`src/rtl/display_number_n.sv`:
```
// display_number_n: shows an unsigned binary value as NUM_DIGITS decimal
// glyphs at a fixed screen position. A serial double-dabble converter loads
// the value, and the result is committed to the display on a frame boundary.
// The module also handles leading-zero blanking, overflow saturation, blink
// and programmable colours. The file also holds the combinational digit
// glyph ROM.

module digit (
  input  logic [3:0]  number,
  input  logic [3:0]  row,
  output logic [11:0] pixels
);
  logic [6:0] seg;  // {g,f,e,d,c,b,a}

  // Seven-segment map per decimal digit; codes above 9 draw nothing
  always_comb begin
    case (number)
      4'd0:    seg = 7'h3F;
      4'd1:    seg = 7'h06;
      4'd2:    seg = 7'h5B;
      4'd3:    seg = 7'h4F;
      4'd4:    seg = 7'h66;
      4'd5:    seg = 7'h6D;
      4'd6:    seg = 7'h7D;
      4'd7:    seg = 7'h07;
      4'd8:    seg = 7'h7F;
      4'd9:    seg = 7'h6F;
      default: seg = 7'h00;
    endcase
  end

  // One 12-pixel glyph row; bit 11 is the leftmost column
  always_comb begin
    pixels = 12'h000;
    if (seg[0] && row >= 4'd1 && row <= 4'd2)  pixels = pixels | 12'h3FC;
    if (seg[1] && row >= 4'd1 && row <= 4'd7)  pixels = pixels | 12'h006;
    if (seg[2] && row >= 4'd8 && row <= 4'd14) pixels = pixels | 12'h006;
    if (seg[3] && row >= 4'd13 && row <= 4'd14) pixels = pixels | 12'h3FC;
    if (seg[4] && row >= 4'd8 && row <= 4'd14) pixels = pixels | 12'h600;
    if (seg[5] && row >= 4'd1 && row <= 4'd7)  pixels = pixels | 12'h600;
    if (seg[6] && row >= 4'd7 && row <= 4'd8)  pixels = pixels | 12'h3FC;
  end
endmodule

module display_number_n #(
  parameter int NUM_DIGITS   = 4,
  parameter int VALUE_W      = 14,
  parameter int X0           = 300,
  parameter int Y0           = 200,
  parameter int PITCH_LOG2   = 4,
  parameter int BLINK_FRAMES = 30
) (
  input  logic               clk,
  input  logic               rst,
  input  logic [9:0]         vga_col,
  input  logic [8:0]         vga_row,
  input  logic               frame_start,
  input  logic [VALUE_W-1:0] value_in,
  input  logic               value_valid,
  output logic               value_ready,
  input  logic               lz_blank,
  input  logic               blink_en,
  input  logic [11:0]        fg_color,
  input  logic [11:0]        bg_color,
  output logic               overflow,
  output logic               pixel_on,
  output logic [11:0]        pixel_data
);
  localparam int BCD_W = 4 * (NUM_DIGITS + 1);
  localparam int CNT_W = $clog2(VALUE_W + 1);
  localparam int BLK_W = $clog2(BLINK_FRAMES + 1);
  localparam logic [10:0] X_LO = 11'(X0);
  localparam logic [10:0] X_HI = 11'(X0 + (NUM_DIGITS << PITCH_LOG2));
  localparam logic [9:0]  Y_LO = 10'(Y0);
  localparam logic [9:0]  Y_HI = 10'(Y0 + 16);

  typedef enum logic [1:0] {IDLE, CONV, PEND} state_t;

  state_t                       state_reg;
  logic                         value_ready_reg;
  logic [VALUE_W-1:0]           bin_reg;
  logic [BCD_W-1:0]             bcd_reg;
  logic                         carry_reg;
  logic [CNT_W-1:0]             cnt_reg;
  logic [NUM_DIGITS-1:0][3:0]   shown_reg;     // index 0 = most significant
  logic                         shown_ovf_reg;
  logic [BLK_W-1:0]             blink_cnt_reg;
  logic                         blink_hidden_reg;
  logic                         pixel_on_reg;
  logic [11:0]                  pixel_data_reg;

  logic [BCD_W-1:0]             bcd_adj;
  logic [BCD_W-1:0]             bcd_next;
  logic                         carry_out;
  logic                         pend_ovf;
  logic [NUM_DIGITS-1:0][3:0]   pend_digits;

  // Double-dabble correction: add 3 to every nibble that is 5 or more
  genvar gi;
  generate
    for (gi = 0; gi < NUM_DIGITS + 1; gi++) begin : g_adj
      assign bcd_adj[4*gi +: 4] = (bcd_reg[4*gi +: 4] >= 4'd5) ?
                                  bcd_reg[4*gi +: 4] + 4'd3 : bcd_reg[4*gi +: 4];
    end
    // Pending digits in display order, saturated to 9s on overflow
    for (gi = 0; gi < NUM_DIGITS; gi++) begin : g_pend
      assign pend_digits[gi] = pend_ovf ? 4'd9 : bcd_reg[4*(NUM_DIGITS-1-gi) +: 4];
    end
  endgenerate

  assign bcd_next  = {bcd_adj[BCD_W-2:0], bin_reg[VALUE_W-1]};
  assign carry_out = bcd_adj[BCD_W-1];
  assign pend_ovf  = carry_reg | (bcd_reg[BCD_W-1 -: 4] != 4'd0);

  // Load / convert / wait-for-frame sequencer with frame-synchronous commit
  always_ff @(posedge clk or posedge rst) begin
    if (rst) begin
      state_reg       <= IDLE;
      value_ready_reg <= 1'b1;
      bin_reg         <= '0;
      bcd_reg         <= '0;
      carry_reg       <= 1'b0;
      cnt_reg         <= '0;
      shown_reg       <= '0;
      shown_ovf_reg   <= 1'b0;
    end else begin
      case (state_reg)
        IDLE: begin
          if (value_valid) begin
            bin_reg         <= value_in;
            bcd_reg         <= '0;
            carry_reg       <= 1'b0;
            cnt_reg         <= '0;
            state_reg       <= CONV;
            value_ready_reg <= 1'b0;
          end
        end
        CONV: begin
          bcd_reg   <= bcd_next;
          bin_reg   <= bin_reg << 1;
          carry_reg <= carry_reg | carry_out;
          cnt_reg   <= cnt_reg + 1'b1;
          if (cnt_reg == CNT_W'(VALUE_W - 1)) state_reg <= PEND;
        end
        PEND: begin
          if (frame_start) begin
            shown_reg       <= pend_digits;
            shown_ovf_reg   <= pend_ovf;
            state_reg       <= IDLE;
            value_ready_reg <= 1'b1;
          end
        end
        default: begin
          state_reg       <= IDLE;
          value_ready_reg <= 1'b1;
        end
      endcase
    end
  end

  // Blink phase: toggles every BLINK_FRAMES frame pulses while enabled
  always_ff @(posedge clk or posedge rst) begin
    if (rst) begin
      blink_cnt_reg    <= '0;
      blink_hidden_reg <= 1'b0;
    end else if (!blink_en) begin
      blink_cnt_reg    <= '0;
      blink_hidden_reg <= 1'b0;
    end else if (frame_start) begin
      if (blink_cnt_reg == BLK_W'(BLINK_FRAMES - 1)) begin
        blink_cnt_reg    <= '0;
        blink_hidden_reg <= ~blink_hidden_reg;
      end else begin
        blink_cnt_reg <= blink_cnt_reg + 1'b1;
      end
    end
  end

  logic [10:0]           col_ext;
  logic [10:0]           rel_col;
  logic [10:0]           idx_full;
  logic [9:0]            row_ext;
  logic                  in_box;
  logic [PITCH_LOG2-1:0] glyph_col;
  logic [3:0]            glyph_col4;
  logic [3:0]            rom_row;
  logic [3:0]            cur_digit;
  logic                  cur_blank;
  logic [NUM_DIGITS-1:0] blank;
  logic                  zero_run;
  logic                  glyph_bit;
  logic                  glyph_on;
  logic [11:0]           rom_bits;

  // Pixel geometry, digit selection and leading-zero blanking
  always_comb begin
    col_ext    = {1'b0, vga_col};
    row_ext    = {1'b0, vga_row};
    in_box     = (col_ext >= X_LO) && (col_ext < X_HI) &&
                 (row_ext >= Y_LO) && (row_ext < Y_HI);
    rel_col    = col_ext - X_LO;
    idx_full   = rel_col >> PITCH_LOG2;
    glyph_col  = rel_col[PITCH_LOG2-1:0];
    glyph_col4 = 4'(glyph_col);
    rom_row    = 4'(row_ext - Y_LO);
    zero_run   = 1'b1;
    blank      = '0;
    for (int i = 0; i < NUM_DIGITS; i++) begin
      zero_run = zero_run & (shown_reg[i] == 4'd0);
      if (i != NUM_DIGITS - 1) blank[i] = lz_blank & ~shown_ovf_reg & zero_run;
    end
    cur_digit = 4'd0;
    cur_blank = 1'b0;
    for (int i = 0; i < NUM_DIGITS; i++) begin
      if (idx_full == 11'(i)) begin
        cur_digit = shown_reg[i];
        cur_blank = blank[i];
      end
    end
    glyph_bit = 1'b0;
    if (32'(glyph_col) < 32'd12) glyph_bit = rom_bits[4'd11 - glyph_col4];
    glyph_on = in_box && !cur_blank && !(blink_en && blink_hidden_reg) && glyph_bit;
  end

  digit u_digit (
    .number (cur_digit),
    .row    (rom_row),
    .pixels (rom_bits)
  );

  // Registered pixel output, one cycle behind vga_col/vga_row
  always_ff @(posedge clk or posedge rst) begin
    if (rst) begin
      pixel_on_reg   <= 1'b0;
      pixel_data_reg <= 12'h000;
    end else begin
      pixel_on_reg   <= in_box;
      pixel_data_reg <= in_box ? (glyph_on ? fg_color : bg_color) : 12'h000;
    end
  end

  assign value_ready = value_ready_reg;
  assign overflow    = shown_ovf_reg;
  assign pixel_on    = pixel_on_reg;
  assign pixel_data  = pixel_data_reg;
endmodule

```
`config.mk`:
```
export PLATFORM = sky130hd
export DESIGN_NAME = display_number_n
export DESIGN_NICKNAME = d
export VERILOG_FILES = /design/src/rtl/display_number_n.sv
export SDC_FILE = /design/constraint.sdc
export NUM_CORES = 1
export LEC_CHECK = 0
export BUFFER_PORTS_ARGS = -buffer_cell sky130_fd_sc_hd__buf_2
export CAP_MARGIN = 40
export CORE_MARGIN = 5
export CORE_UTILIZATION = 61
export CTS_CLUSTER_DIAMETER = 80
export CTS_CLUSTER_SIZE = 14
export DETAILED_ROUTE_END_ITERATION = 8
export GPL_ROUTABILITY_DRIVEN = 0
export HOLD_SLACK_MARGIN = 0.12
export PLACE_DENSITY = 0.87
export SLEW_MARGIN = 10
export SYNTH_ARGS = -nofsm -noshare
export SYNTH_HDL_FRONTEND = slang
export SYNTH_SLANG_ARGS = --single-unit
```
`constraint.sdc`:
```
create_clock -name clk -period 5.5 [get_ports clk]
set_input_delay 1.65 -clock clk [delete_from_list [all_inputs] [get_ports clk]]
set_output_delay 1.65 -clock clk [all_outputs]
set_load 0.05 [all_outputs]
```
==> run_results.csv <==
group,metric,value,unit
detailed_routing,drtIter0Drc,324,
die,io_pins,78,
synth,synth_edf_count,0,
timing,rsz0062_at_grt,"false",
detailed_routing,first_pass_iters,5,
timing,fmax,0.227,GHz
die,rows,31,
outcome,status,"completed",
synth,async_flop_share,1.00,
die,start_util,0.630,
global_route,overflow,0,
synth,synth.most_common_cell,"dfrtp_1",
die,die_y,97.0,um
synth,ys_seq_elements,78,
synth,synth_fp_nets,571,
die,design.core.area,7330,um2
critical_path,cp.arrival,4.67,ns
clocking,clk_latency,0.36,ns
pwr,p_per_area,391,nW/um2
pwr,total_leakage_power,2.56,nW
synth,synth_common_cells,"77 x dfrtp_1, 44 x nand2_1, 36 x a21oi_1, 36 x inv_1, 34 x o21ai_0",
clocking,numCtsBuffers,9,
layout,drive_gt1_frac,0.219,
layout,largest_reg_flops,20,
critical_path,critical_path_required,5.77,ns
clocking,cts_resized,0,
synth,yosysWarnings,0,
timing,fin_crit_sh,0.800,
clocking,cts_tree,"yes",
synth,netlist_instances,489,
critical_path,r2r-end,"pixel_data[8]",
critical_path,crit_slowest_cell,"a2111oi_4",
placed_design,portBuffers,77,
critical_path,ff2ff_setup_slack,2.70,ns
layout,layout.nets,644,
critical_path,crit_chain,"buf_2 > a21bo_2 > a2111oi_4 > a221o_1 > nand4_1 > inv_1 > a31oi_1 > ha_1 > a31oi_1 > nor3_1 > nor3_2 > o32ai_2 > a32oi_2 > buf_4 > mux2i_1",
timing,tns,0,ns
timing,worst_pin_slew,0.849,ns
global_route,antenna_found_initial,0,
clocking,cts_buffer_depth,2,
die,die_area,9410,um2
synth,synth.distinct_cells,73,
synth,syn_area,4620,um2
synth,netlist.area_leader.share,0.417,
worst_hold_path,min_from,"shown_reg[9]",
timing,slew_headroom,0.434,
placed_design,dpl.hpwl,8240,um
layout,final_cells,666,
detailed_routing,wl_per_cell,16.7,um
synth,yosysTopAreaCell,"dfrtp_1",
clocking,htreeDepth,3,
synth,synth.avg_cell_area,9.44,um2
critical_path,r2r-start,"shown_reg[1]",
synth,seq_area_frac_synth,0.423,
timing,slew_violations,0,
detailed_routing,via_per_inst,6.03,
worst_hold_path,hold_depth,2,
detailed_routing,drc,0,
critical_path,cp-end-kind,"flop",
critical_path,reg2regPathDepth,13,
critical_path,worst_setup_path_start_kind,"input pin",
detailed_routing,vias,4017,
worst_hold_path,hp-class,"flop to flop",
clocking,root_buffer,"clkbuf_8",
synth,netlist_top_cells_area,"dfrtp_1 42%, ha_1 5.1%, a21oi_1 3.9%",
job,drv_cap,0,
clocking,clk_pin_slew,0.08,ns
detailed_routing,antenna_left,0,
global_route,grt_pass1_wl,18900,um
critical_path,crit_top_cell,"a31oi_1",
clocking,cts.sinks,78,
synth,synth_flop_cell,"dfrtp_1",
clocking,cts_hold_repair.buffers,0,
critical_path,crit_path_max_incr_delay,0.45,ns
timing,period_needed,4.40,ns
timing,fin_skew,0.0189,ns
die,die_x,97.0,um
layout,diodes,0,
layout,synthToLayoutAreaGrowth,14.7,%
worst_hold_path,hold-path-endpoint,"shown_reg[9]",
detailed_routing,wirelength,11100,um
global_route,track_usage,0.240,
placed_design,placed_cells,650,
timing,final_hold_viol_count,0,
pwr,ir_drop,0.000284,V
critical_path,cp_max_fo,12,
clocking,post_cts_buffers,0,
timing,setup_violations,0,
global_route,grt_max_degree,30,
critical_path,worstSetupPathType,"input pin to flop",
layout,fillers,557,
global_route,grt_pass1_vias,4057,
==> layer usage <==
layer,GRT usage,vias to the layer above,part of all wire
li1,-,1909,-
met1,0.289,1969,0.41
met2,0.425,113,0.52
met3,0.0496,26,0.051
met4,0.0842,0,0.021
met5,0,-,0
==> power by group <==
part,total [mW],internal [mW],leakage [nW],switching [mW]
logic,0.754,0.322,1.47,0.431
registers,0.889,0.725,1.00,0.163
clock network,0.431,0.210,0.0914,0.221
total,2.07,1.26,2.56,0.815
==> worst max path at each step <==
stage / from / end / slack (ns) / cells past startpoint
after detailed placement: vga_col[4] / pixel_data[8] / 0.77 / 15
after global routing: vga_col[4] / pixel_data[2] / 0.92 / 15
after floorplan: vga_col[3] / pixel_data[3] / 1.06 / 15
after CTS: vga_col[4] / pixel_data[10] / 1.14 / 15
final: vga_col[4] / pixel_data[8] / 1.10 / 15
after global placement: vga_col[2] / pixel_data[5] / 0.95 / 15
==> cell families after synthesis <==
kind of cell,after synthesis,synth area share
compound gates,158,0.245
xor+xnor,16,0.0303
fa+ha+maj,19,0.0515
buf+inv,58,0.0493
flops,78,0.423
mux,17,0.0374
simple gates,143,0.164
==> worst max-delay path, delay by kind of cell <==
kind | cells | cell delay [ns]
AND/OR/NAND/NOR | 3 | 0.44
adder cells (fa/ha/maj) | 1 | 0.31
AO/OA/AOI/OAI | 7 | 1.52
multiplexers | 1 | 0.22
buffers and inverters | 3 | 0.52
==> layout make-up <==
class,count,area [um2],share of cell area
multi-input combinational,353,2440,0.460
sequential,78,1950,0.369
timing repair buffer,84,450,0.0850
inverter,36,135,0.0255
clock buffer,9,124,0.0234
tap,99,124,0.0234
clock inverter,7,75.1,0.0142
==> cells in the final DEF (no fill, tap or decap), types with 4 or more instances in the layout <==
master     n
o21ai_0   34
buf_2     77
buf_4      6
xnor2_1   11
o22ai_1    8
clkbuf_8   9
nand3_1    4
a21oi_1   36
nor2_1    24
xor2_1     5
o31ai_1    6
nor2b_1   19
mux2i_1   15
nand2b_1  12
a22oi_1   13
dfrtp_1   77
o32ai_1    4
ha_1      19
a22o_1     5
a32o_1     5
a21o_1     4
nand2_1   44
inv_1     35
nor3_1     9
a31oi_1    7
o22a_1     4
==> stage by stage <==
step	util	area [um2]	hold WS, ns	setup slack (ns)	total power, mW
2_1_floorplan	-	4620	0.441	1.06	1.43
3_3_place_gp	0.692	5070	0.460	0.948	1.58
3_5_place_dp	0.696	5100	0.472	0.766	1.64
4_1_cts	0.723	5300	0.488	1.14	2.07
5_1_grt	0.723	5300	0.541	0.915	2.22
6_report	0.723	5300	0.484	1.10	2.07
No activity file was read; power rests on OpenSTA's default activity.
